$ cat config.mk
export PLATFORM = sky130hd
export DESIGN_NAME = trig_latency_meas
export DESIGN_NICKNAME = d
export VERILOG_FILES = /design/src/rtl/trig_latency_meas.sv
export SDC_FILE = /design/constraint.sdc
export NUM_CORES = 1
export LEC_CHECK = 0
export CAP_MARGIN = 30
export CORE_ASPECT_RATIO = 0.6
export CORE_MARGIN = 1
export CORE_UTILIZATION = 40
export DETAILED_ROUTE_END_ITERATION = 6
export PLACE_DENSITY = 0.73
export SLEW_MARGIN = 20
export SYNTH_ARGS = -nofsm -noshare
export SYNTH_HDL_FRONTEND = slang
export SYNTH_SLANG_ARGS = --single-unit
$ cat constraint.sdc
create_clock -name clk -period 5.55 [get_ports clk]
set_input_delay 0.555 -clock clk [delete_from_list [all_inputs] [get_ports clk]]
set_output_delay 0.555 -clock clk [all_outputs]
set_load 0.02 [all_outputs]
$ cat src/rtl/trig_latency_meas.sv
// Trigger-to-response latency meter: counts clk cycles between a qualified
// start edge and a qualified stop edge, with timeout and min/max/count stats.
module trig_latency_meas #(
  parameter int unsigned CNT_W  = 32,
  parameter int unsigned STAT_W = 16
) (
  input  logic              clk,
  input  logic              rst,
  input  logic              clear,
  input  logic [CNT_W-1:0]  timeout_value,
  input  logic              start_in,
  input  logic              stop_in,
  output logic              meas_busy,
  output logic              meas_valid,
  output logic [CNT_W-1:0]  meas_value,
  output logic              meas_timeout,
  output logic [CNT_W-1:0]  max_value,
  output logic [CNT_W-1:0]  min_value,
  output logic [STAT_W-1:0] meas_cnt,
  output logic [STAT_W-1:0] timeout_cnt
);

  localparam int unsigned HIST_W = 4;
  localparam logic [HIST_W-1:0] EDGE_PAT = 4'b0001;
  localparam logic [CNT_W-1:0]  CNT_MAX  = '1;
  localparam logic [STAT_W-1:0] STAT_MAX = '1;

  typedef enum logic {
    IDLE    = 1'b0,
    MEASURE = 1'b1
  } state_e;

  state_e state_q, state_d;

  logic [HIST_W-1:0] start_hist_q, stop_hist_q;
  logic              start_r, stop_r;

  logic [CNT_W-1:0]  cnt_q, cnt_d;
  logic [CNT_W-1:0]  tmo_lock_q, tmo_lock_d;
  logic [CNT_W-1:0]  value_q, value_d;
  logic              valid_q, valid_d;
  logic              timeout_q, timeout_d;
  logic              busy_q, busy_d;

  logic [CNT_W-1:0]  max_q, max_d;
  logic [CNT_W-1:0]  min_q, min_d;
  logic [STAT_W-1:0] mcnt_q, mcnt_d;
  logic [STAT_W-1:0] tcnt_q, tcnt_d;

  // Identical 4-deep histories keep both edge paths at the same latency.
  always_ff @(posedge clk or posedge rst) begin
    if (rst) begin
      start_hist_q <= '0;
      stop_hist_q  <= '0;
    end else begin
      start_hist_q <= {start_hist_q[HIST_W-2:0], start_in};
      stop_hist_q  <= {stop_hist_q[HIST_W-2:0], stop_in};
    end
  end

  assign start_r = (start_hist_q == EDGE_PAT);
  assign stop_r  = (stop_hist_q == EDGE_PAT);

  // State and measurement registers.
  always_ff @(posedge clk or posedge rst) begin
    if (rst) begin
      state_q    <= IDLE;
      cnt_q      <= '0;
      tmo_lock_q <= '0;
      value_q    <= '0;
      valid_q    <= 1'b0;
      timeout_q  <= 1'b0;
      busy_q     <= 1'b0;
    end else begin
      state_q    <= state_d;
      cnt_q      <= cnt_d;
      tmo_lock_q <= tmo_lock_d;
      value_q    <= value_d;
      valid_q    <= valid_d;
      timeout_q  <= timeout_d;
      busy_q     <= busy_d;
    end
  end

  // Next-state: stop beats timeout, start beats a simultaneous stop in IDLE.
  always_comb begin
    state_d    = state_q;
    cnt_d      = cnt_q;
    tmo_lock_d = tmo_lock_q;
    value_d    = value_q;
    valid_d    = 1'b0;
    timeout_d  = 1'b0;
    unique case (state_q)
      IDLE: begin
        if (start_r) begin
          state_d    = MEASURE;
          cnt_d      = CNT_W'(1);
          tmo_lock_d = timeout_value;
        end
      end
      MEASURE: begin
        cnt_d = (cnt_q == CNT_MAX) ? cnt_q : cnt_q + CNT_W'(1);
        if (stop_r) begin
          value_d = cnt_q;
          valid_d = 1'b1;
          state_d = IDLE;
        end else if (((tmo_lock_q != '0) && (cnt_q == tmo_lock_q)) ||
                     (cnt_q == CNT_MAX)) begin
          timeout_d = 1'b1;
          state_d   = IDLE;
        end
      end
      default: state_d = IDLE;
    endcase
    busy_d = (state_d == MEASURE);
  end

  // Statistics registers.
  always_ff @(posedge clk or posedge rst) begin
    if (rst) begin
      max_q  <= '0;
      min_q  <= '1;
      mcnt_q <= '0;
      tcnt_q <= '0;
    end else begin
      max_q  <= max_d;
      min_q  <= min_d;
      mcnt_q <= mcnt_d;
      tcnt_q <= tcnt_d;
    end
  end

  // Stats follow the registered result pulses; clear drops a coincident result.
  always_comb begin
    max_d  = max_q;
    min_d  = min_q;
    mcnt_d = mcnt_q;
    tcnt_d = tcnt_q;
    if (clear) begin
      max_d  = '0;
      min_d  = '1;
      mcnt_d = '0;
      tcnt_d = '0;
    end else begin
      if (valid_q) begin
        if (value_q > max_q) max_d = value_q;
        if (value_q < min_q) min_d = value_q;
        if (mcnt_q != STAT_MAX) mcnt_d = mcnt_q + STAT_W'(1);
      end
      if (timeout_q && (tcnt_q != STAT_MAX)) tcnt_d = tcnt_q + STAT_W'(1);
    end
  end

  assign meas_busy    = busy_q;
  assign meas_valid   = valid_q;
  assign meas_value   = value_q;
  assign meas_timeout = timeout_q;
  assign max_value    = max_q;
  assign min_value    = min_q;
  assign meas_cnt     = mcnt_q;
  assign timeout_cnt  = tcnt_q;

endmodule

Yosys cells after proc, flatten, opt, wreduce, memory -nomap -nowiden

Index checks and enable logic that the tools add are counted.

Multiplexer cells: 23
$add $sub $neg: 3
Bitwise logic cells: 1
Order comparisons: 2
Reduce and logical (&&, ||, !) cells: 15
Eq/ne operators: 8

Operator list:

| operator              | count |
|---|---|
| $mux 32               | 8 |
| $mux 16               | 5 |
| $pmux 32 s2           | 1 |
| $add 16x1->16 const B | 2 |
| $add 32x1->32 const B | 1 |
| $eq 32x32->1          | 1 |
| $eq 32x32->1 const B  | 1 |
| $gt 32x32->1          | 1 |
| $lt 32x32->1          | 1 |
| $ne 16x16->1 const B  | 2 |
| $reduce_bool 32->1    | 1 |
| $reduce_and 2->1      | 6 |
| $reduce_bool 2->1     | 5 |
| $eq 4x1->1 const B    | 2 |
| $mux 1                | 8 |
| $ne 2x2->1 const B    | 2 |
| $logic_and 1x1->1     | 2 |
| $pmux 1 s2            | 1 |
| $logic_or 1x1->1      | 1 |
| $not 1->1             | 1 |

Output and inout bits: 131
Word-level logic and storage cells: 64
Flip-flop bits (word level): 203
Input port bits: 37

Depth between registers and ports, before layout

Gate-level depths: netlist of the first run.

Depth in word-level cells: 6
Depth in mapped cells: 9
Mapped depth without buffers: 8

Least setup slack after synthesis of the first run

OpenSTA, ideal clock, no wires.

Path type: register to register
Start point: reg min_q[22], in the netlist min_value[22]
End point: reg min_q[0], in the netlist min_value[0]
Path buffers: 1
Stages on the path, launching flop included: 10
Data required time: 5.475 ns
Period minus slack after synthesis: 2.610 ns
Library setup time: 0.075 ns
Slack: 2.940 ns
Data arrival time: 2.535 ns
Cells stage by stage: dfstp_2 inv_1 ha_1 a21oi_2 nand2_1 a221o_1 o311a_1 nor4_4 buf_6 mux2i_1

Word-level cells in the longest chain between the ends: 3

Ends and longest elaborated chain:

| item                               | RTL line | text |
|---|---|---|
| start: declaration                 | 46       | `logic [CNT_W-1:0] min_q, min_d;` |
| start signal: assignment           | 127      | `min_q <= min_d;` |
| $lt 32x32->1                       | 147      | `if (value_q < min_q) min_d = value_q;` |
| $reduce_bool 2->1 (no source line) | n/a      |  |
| $reduce_and 2->1 (no source line)  | n/a      |  |

No other way between the ends.
A chain may end at the register's enable or synchronous reset.

Worst setup path in the final report of the first run

Start point: reg min_q[13], in the netlist min_value[13]
End point: reg min_q[28], in the netlist min_value[28]

Same word-level chain as after synthesis.

==> flow_metrics.py, run 1 <==
metrics = {
    "cells_and_area": {
        "seq_area_um2": 5120,
        "fin_util_pct": 51.8,
        "final_common_cell": "dfrtp_1",
        "drive_gt1_share_pct": 9.28,
        "nNetsFinal": 1391,
        "final_cell_mix": "171 x dfrtp_1, 166 x clkdlybuf4s50_1, 135 x nand2_1",
        "nFillCells": 2450,
        "area_growth_pct": 25.5,
        "antennaDiodeCount": 0,
        "multi_input_area_um2": 5460,
        "final_cells": 1664,
    },
    "pwr": {
        "comb_power_share_pct": 13.6,
        "power_density_nw_per_um2": 289,
        "pwr-share-seq_pct": 45.4,
        "clkPwrFrac_pct": 41.0,
        "switching_share_pct": 27.8,
        "leakage_uw": 0.00638,
        "irDropWorstVdd_mv": 0.179,
        "internal_power_uw": 2890,
        "switchingPower_uw": 1110,
    },
    "placed_design": {
        "hpwl_um": 21300,
        "placedCellCount": 1624,
        "routabilityCongestion": 0.856,
        "port_buffers": 167,
    },
    "die": {
        "rows": 46,
        "start_util_pct": 41.3,
        "num_io_pins": 168,
        "dieArea_um2": 28300,
        "fp.dieW_um": 217,
        "core_area_um2": 26800,
        "die_height_um": 131,
    },
    "setup_path": {
        "slowest_stage": "nor4_4",
        "critPathMaxStageDelay_ps": 640,
        "path_cells": "inv_1 -> ha_1 -> a21oi_1 -> o21ai_0 -> a221o_1 -> o311a_1 -> nor4_4 -> buf_4 -> mux2i_1",
        "required_ps": 5990,
        "crit_arrival_ps": 3800,
        "rr_worst_depth": 9,
        "cp_max_fo": 23,
        "end_kind": "flip-flop",
        "start_kind": "flip-flop",
        "worstSetupPathType": "reg -> reg",
    },
    "sta": {
        "setup_tns_ps": 0,
        "worst-slew-pin-transition_ps": 889,
        "fin_skew_ps": 24.7,
        "whs_ps": 365,
        "maxClockFrequency_mhz": 298,
        "period_needed_ps": 3350,
        "fin_crit_sh_pct": 60.4,
        "final_hold_viol_count": 0,
        "relSlewSlack_pct": 40.7,
        "maxSlewViolCount": 0,
        "setup_viol": 0,
        "rsz0062_at_grt": "no",
    },
    "flow_run": {
        "cap_violations": 0,
    },
    "yosys": {
        "syn_nets": 1237,
        "synth_flop_cell": "dfrtp_1",
        "netlist_area_um2": 11000,
        "synth-edff-count": 0,
        "synth_largest_type_area_fraction_pct": 38.7,
        "ys_seq_area_share_pct": 46.3,
        "synthTopCellsByArea": "dfrtp_1 39%, dfstp_2 7.6%, ha_1 7.5%",
        "syn_avg_cell_area_um2": 9.74,
        "async_flop_share_pct": 100,
        "synth_seq_cells": 203,
        "ys_warn_count": 0,
        "yosys.area.top_type": "dfrtp_1",
        "syn_inst": 1134,
        "synth_cell_type_count": 52,
    },
    "routing": {
        "antenna_left": 0,
        "drtIter0Drc": 713,
        "avgRoutedWirePerCell_um": 17.4,
        "avgViaCountPerCell": 5.20,
        "first_pass_iters": 5,
        "drc": 0,
        "dr_total_vias": 8659,
        "routed_wl_um": 28900,
    },
    "hold_path": {
        "hold_path_class": "reg -> reg",
        "whs_path_depth": 0,
    },
    "global_routing": {
        "grt_pass1_vias": 8169,
        "grt_start_max_net_pins": 105,
        "grt_pass1_wl_um": 46200,
        "antenna_found_initial": 0,
        "grt_use_total_pct": 20.8,
        "grt_remaining_overflow": 0,
    },
    "cts": {
        "postCtsSetupRepairBufs": 0,
        "ctsHtreeMaxLevel": 1,
        "hold_buffers": 0,
        "cts_tree": "built",
        "cts_buffers": 22,
        "clock_latency_ps": 520,
        "ctsResizeCount": 0,
        "clk_pin_slew_worst_paths_ps": 60,
        "cts.sinks": 203,
        "root_buffer": "clkbuf_16",
        "max-clock-path-buffers": 3,
    },
    "outcome": {
        "status": "complete, no violations",
    },
}
==> critical path: cells and delay by family, from the launching register on <==
family	cells	cell delay [ps]
buffers and inverters	2	560
AOI/OAI and AO/OA	4	970
adders and majority gates	1	280
muxes	1	240
DFF	1	540
and+or+nand+nor	1	640
==> cells in the mapped netlist, drive strengths merged, types with 9 or more instances <==
cell / n
clkbuf: 36
a21oi: 43
buf: 11
a21o: 9
and3: 14
nor4: 19
xnor2: 12
nand2: 136
nor2: 123
nor3: 15
nand3: 37
nand4: 32
or3: 13
mux2: 30
inv: 71
xor2: 61
o21ai: 23
mux2i: 67
nand2b: 66
dfrtp: 171
ha: 66
dfstp: 32
==> cell type report <==
| cell class | instances | area share [%] |
|---|---|---|
| repair buffers | 177 | 12.7 |
| multi-input cells | 813 | 39.3 |
| clock buffers | 29 | 4.46 |
| clock inverters | 11 | 1.34 |
| well taps | 360 | 3.25 |
| inverters | 71 | 1.95 |
| flip-flops and latches | 203 | 36.9 |
==> metal layers <==
| metal | part of all wire, % | global-route usage, % | vias to the layer above | routed length, um |
|---|---|---|---|---|
| met5 | 0 | 0 | - | 0 |
| met1 | 52 | 33.4 | 4159 | 15000 |
| met3 | 6.9 | 3.54 | 34 | 2000 |
| met4 | 1.7 | 4.02 | 0 | 494 |
| li1 | - | - | 4171 | - |
| met2 | 40 | 28.7 | 295 | 11400 |
==> final timing paths <==
check / from / endpoint / slack, ps
worst max-delay path: min_value[13] / min_value[28] / 2200
min in group asynchronous: rst / max_value[9] / 410
worst min register to register: start_hist_q[1] / start_hist_q[2] / 360
worst max register to register: min_value[13] / min_value[28] / 2200
max in group asynchronous: rst / cnt_q[11] / 3760
worst min-delay path: start_hist_q[1] / start_hist_q[2] / 360
==> kinds of logic after synthesis <==
group | after synthesis | synth area share, %
simple gates | 482 | 21.6
flops | 203 | 46.3
buf+inv | 118 | 4.44
mux | 97 | 9.13
compound gates | 95 | 5.23
xor+xnor | 73 | 5.79
fa+ha+maj | 66 | 7.47
==> state kept, by name (all words and copies together), names as in the netlist <==
signal	cells
cnt_q	32
max_value	32
meas_value	32
min_value	32
tmo_lock_q	32
meas_cnt	16
timeout_cnt	16
start_hist_q	4
stop_hist_q	4
meas_busy	1
meas_timeout	1
meas_valid	1
==> per-stage QoR <==
stage / setup WS [ps] / area, um2 / total power, uW
floorplan: 2390 / 11100 / 2140
global placement: 2300 / 13000 / 2360
detailed placement: 2240 / 13100 / 2380
CTS: 2210 / 13900 / 4030
global route: 1970 / 13900 / 4180
finish: 2200 / 13900 / 4000
==> power groups by stage <==
stage	logic [uW]	registers, uW	clock network, uW
finish	546	1820	1640
global route	614	1830	1740
CTS	550	1810	1670
detailed placement	546	1840	0
global placement	528	1830	0
floorplan	361	1780	0
No activity file was read; power rests on OpenSTA's default activity.
==> inputs of run 2 (changes only) <==
PLACE_DENSITY = 0.71   (was 0.73)
clock period = 3.37 ns   (was 5.55 ns; I/O delays follow)
==> run 2 against run 1 <==
Effect of this change: critical path depth unchanged; clock skew decreased by 13 ps; combinational power increased by 83%; global-route usage rose by 1.4 points; sequential share of layout area down 0.75 points; register-to-register slack got worse by 1600 ps; routed wire length rose by 7.6%; final cell count grew 2.0%.
==> flow_metrics.py, run 2 (synthesized netlist as in run 1, its figures left out) <==
metrics = {
    "routing": {
        "drtIter0Drc": 694,
        "first_pass_iters": 5,
        "antenna_left": 0,
        "avgRoutedWirePerCell_um": 18.3,
        "routed_wl_um": 31100,
        "avgViaCountPerCell": 5.24,
        "dr_total_vias": 8884,
        "drc": 0,
    },
    "cts": {
        "cts.sinks": 203,
        "cts_buffers": 22,
        "max-clock-path-buffers": 3,
        "ctsHtreeMaxLevel": 1,
        "ctsResizeCount": 0,
        "clock_latency_ps": 520,
        "clk_pin_slew_worst_paths_ps": 60,
        "cts_tree": "built",
        "postCtsSetupRepairBufs": 0,
        "hold_buffers": 0,
        "root_buffer": "clkbuf_16",
    },
    "global_routing": {
        "antenna_found_initial": 0,
        "grt_remaining_overflow": 0,
        "grt_pass1_vias": 8447,
        "grt_start_max_net_pins": 117,
        "grt_use_total_pct": 22.1,
        "grt_pass1_wl_um": 48800,
    },
    "sta": {
        "relSlewSlack_pct": 42.8,
        "fin_skew_ps": 11.9,
        "setup_tns_ps": 0,
        "final_hold_viol_count": 0,
        "maxSlewViolCount": 0,
        "setup_viol": 0,
        "period_needed_ps": 2770,
        "fin_ws_ps": 600,
        "fin_crit_sh_pct": 82.2,
        "rsz0062_at_grt": "no",
        "whs_ps": 154,
        "worst-slew-pin-transition_ps": 858,
        "maxClockFrequency_mhz": 361,
    },
    "die": {
        "start_util_pct": 41.3,
        "fp.dieW_um": 217,
        "rows": 46,
        "dieArea_um2": 28300,
        "core_area_um2": 26800,
        "die_height_um": 131,
        "num_io_pins": 168,
    },
    "cells_and_area": {
        "area_growth_pct": 28.1,
        "nFillCells": 2416,
        "drive_gt1_share_pct": 11.4,
        "seq_area_um2": 5120,
        "design_area_um2": 14200,
        "nNetsFinal": 1424,
        "antennaDiodeCount": 0,
        "final_cell_mix": "171 x dfrtp_1, 166 x clkdlybuf4s50_1, 136 x nand2_1",
        "final_common_cell": "dfrtp_1",
        "multi_input_area_um2": 5450,
    },
    "setup_path": {
        "cp_max_fo": 16,
        "worstSetupPathType": "reg -> reg",
        "start_kind": "flip-flop",
        "end_kind": "flip-flop",
        "crit_arrival_ps": 3210,
        "required_ps": 3810,
    },
    "placed_design": {
        "placed_cell_area_um2": 13300,
        "hpwl_um": 22700,
        "routabilityCongestion": 0.882,
        "pre_cts_ws_ps": 605,
        "port_buffers": 167,
    },
    "outcome": {
        "status": "complete, no violations",
    },
    "pwr": {
        "power_density_nw_per_um2": 470,
        "leakage_uw": 0.00657,
        "irDropWorstVdd_mv": 0.301,
        "p_total_uw": 6660,
    },
    "hold_path": {
        "hold_path_class": "in -> async",
    },
    "flow_run": {
        "cap_violations": 0,
    },
}
## run 2: through the flow
step | utilization, % | instances
floorplan | - | 1134
global placement | 49.8 | 1656
detailed placement | 49.9 | 1657
CTS | 52.9 | 1697
global route | 52.9 | 1697
finish | 52.9 | 1697
## run 2: path summary, 6_finish.rpt
kind | cells after the start | end | slack [ps] | startpoint
max reg2reg | 9 | min_value[13] | 600 | min_value[22]
max in group asynchronous | 3 | tmo_lock_q[30] | 2250 | rst
min reg2reg | 0 | start_hist_q[2] | 380 | start_hist_q[1]
max | 9 | min_value[13] | 600 | min_value[22]
min | 2 | max_value[7] | 150 | rst
min in group clk | 1 | start_hist_q[0] | 270 | start_in
## run 2: per-layer routing
metal  GRT usage [%]  share of wire [%]  up-vias
li1                -                  -     4237
met1            35.8                 52     4295
met2            30.1                 39      316
met3            4.42                7.5       36
met4            3.44                1.3        0
met5               0                  0        -
## run 2: where the power goes
group          switching (uW)  total, uW  leakage [uW]  internal [uW]
sequential                287       2940       0.00264           2660
clock                    1030       2710      0.000396           1690
combinational             544       1000       0.00353            456
total                    1860       6660       0.00657           4800
## run 2: worst max-delay path, stage by stage, from the launching register on
cell	delay, ps
dfstp_2	560
inv_1	50
ha_1	310
nand4_1	190
nor2_1	70
a221o_1	350
o311a_1	400
nor4_4	160
buf_4	350
mux2i_1	250
## run 2: layout make-up
cell class	count	share of cell area, %
timing repair buffer	210	14.5
clock buffer	33	4.76
inverter	71	1.91
sequential	203	36.2
clock inverter	7	0.972
multi-input combinational	813	38.5
tap	360	3.18
==> inputs of run 3 (changes only) <==
PLACE_DENSITY = 0.73   (was 0.71)
clock period = 2.4 ns   (was 3.37 ns; I/O delays follow)
==> run 3 against run 2 <==
Effect of this change: the run now ends with negative setup slack left; non-clock buffer count increased by 80; routed wire length grew 2.4%; first-iteration DRC count down 8.2%; register-to-register slack got worse by 770 ps; clock skew is 4.9 ps higher; fmax up 7.7%; count of clock-buffer cells in the layout is 2 higher; setup slack lost 770 ps; sequential share of layout area down 2.2 points; sequential cell count unchanged; utilization up 3.5 points; sequential power grew 41%; highest routed layer unchanged.
==> flow_metrics.py, run 3 (synthesized netlist as in run 1, its figures left out) <==
metrics = {
    "outcome": {
        "status": "complete, but fails checks",
        "violations": "negative setup slack",
    },
    "cts": {
        "clk_pin_slew_worst_paths_ps": 60,
        "cts_buffers": 22,
        "cts.sinks": 203,
        "ctsHtreeMaxLevel": 1,
        "cts_tree": "built",
        "max-clock-path-buffers": 3,
        "clock_latency_ps": 510,
        "root_buffer": "clkbuf_16",
    },
    "routing": {
        "antenna_left": 0,
        "drc": 0,
        "first_pass_iters": 5,
        "avgRoutedWirePerCell_um": 17.9,
        "avgViaCountPerCell": 5.20,
        "routed_wl_um": 31900,
        "dr_total_vias": 9232,
        "drtIter0Drc": 637,
    },
    "placed_design": {
        "placed_cell_area_um2": 13900,
        "placedCellCount": 1718,
        "hpwl_um": 23000,
        "routabilityCongestion": 0.913,
        "port_buffers": 167,
    },
    "global_routing": {
        "grt_start_max_net_pins": 88,
        "grt_use_total_pct": 22.3,
        "grt_pass1_vias": 8907,
        "antenna_found_initial": 2,
        "grt_remaining_overflow": 0,
        "grt_pass1_wl_um": 49400,
    },
    "pwr": {
        "irDropWorstVdd_mv": 0.407,
        "power_density_nw_per_um2": 602,
        "leakage_uw": 0.00694,
    },
    "sta": {
        "rsz0062_at_grt": "yes",
        "final_hold_viol_count": 0,
        "fin_ws_ps": -171,
        "maxSlewViolCount": 0,
        "worst-slew-pin-transition_ps": 595,
        "setup_viol": 57,
        "relSlewSlack_pct": 59.9,
        "fin_crit_sh_pct": 107,
        "maxClockFrequency_mhz": 389,
        "period_needed_ps": 2570,
        "whs_ps": 59.8,
        "fin_skew_ps": 16.8,
    },
    "cells_and_area": {
        "drive_gt1_share_pct": 19.1,
        "final_cells": 1777,
        "nFillCells": 2313,
        "final_cell_mix": "166 x dfrtp_1, 166 x clkdlybuf4s50_1, 135 x nand2_1",
        "antennaDiodeCount": 0,
        "area_growth_pct": 36.7,
        "nNetsFinal": 1504,
        "design_area_um2": 15100,
    },
    "die": {
        "fp.dieW_um": 217,
        "rows": 46,
        "num_io_pins": 168,
        "dieArea_um2": 28300,
        "core_area_um2": 26800,
        "start_util_pct": 41.3,
        "die_height_um": 131,
    },
    "setup_path": {
        "crit_family": "compound AO/OA/AOI/OAI gates",
        "required_ps": 2820,
        "critPathMaxStageDelay_ps": 540,
        "path_cells": "inv_2 -> ha_4 -> a21oi_2 -> nand2_1 -> a221o_1 -> o311a_1 -> nor4_4 -> buf_6 -> buf_12 -> mux2i_1",
        "start_kind": "flip-flop",
        "slowest_stage": "dfstp_2",
        "end_kind": "flip-flop",
        "cp.buffers_inverters": 3,
        "crit_arrival_ps": 2990,
        "worstSetupPathType": "reg -> reg",
        "cp_max_fo": 8,
    },
    "flow_run": {
        "cap_violations": 0,
    },
    "hold_path": {
        "hold_path_class": "in -> async",
    },
}
-- run 3: metrics by stage --
step	util (%)	setup TNS, ps	power [uW]	setup slack (ps)
final	56.4	-6940	9090	-171
after global routing	56.4	-11380	9480	-263
after CTS	56.0	-3630	9080	-88.8
after detailed placement	52.1	-9450	5620	-228
after global placement	52.1	-5840	5550	-157
after floorplan	-	-81230	4960	-444
-- run 3: power by group --
group / switching, uW / internal [uW] / total, uW
Combinational: 814 / 729 / 1540
Clock: 1390 / 2000 / 3390
Sequential: 426 / 3730 / 4160
Total: 2630 / 6460 / 9090
-- run 3: metal layers --
layer | track usage, % | vias to the layer above | wire length (um)
li1 | - | 4403 | -
met1 | 34.6 | 4485 | 16100
met2 | 33.1 | 311 | 13400
met3 | 2.75 | 33 | 1830
met4 | 4.52 | 0 | 487
met5 | 0 | - | 0
-- run 3: final cells by class --
type	instances	area (um2)	share of cell area, %
flip-flops and latches	203	5130	33.9
multi-input cells	813	5710	37.8
clock buffers	35	661	4.37
well taps	360	450	2.98
inverters	71	270	1.79
repair buffers	290	2820	18.7
clock inverters	5	57.6	0.381
-- run 3: repair_timing --
| item | in CTS | in global routing |
|---|---|---|
| buffers inserted | 11 | 4 |
| cloned | 3 | 3 |
| hold buffers | 0 | 0 |
| gates resized for setup | 36 | 12 |
| endpoints found under the hold margin | 0 | 0 |
| setup endpoints to repair | 64 | 65 |
| pin swaps | 19 | 7 |
-- run 3: path summary, 6_finish.rpt --
kind / end / slack (ps) / depth (start not counted) / startpoint
setup / recovery: min_value[10] / -170 / 10 / min_value[22]
hold / removal: max_value[9] / 60 / 2 / rst
setup reg to reg: min_value[10] / -170 / 10 / min_value[22]
hold reg to reg: stop_hist_q[3] / 380 / 0 / stop_hist_q[2]
max in group asynchronous: min_value[24] / 1560 / 3 / rst
min in group clk: stop_hist_q[0] / 190 / 1 / stop_in
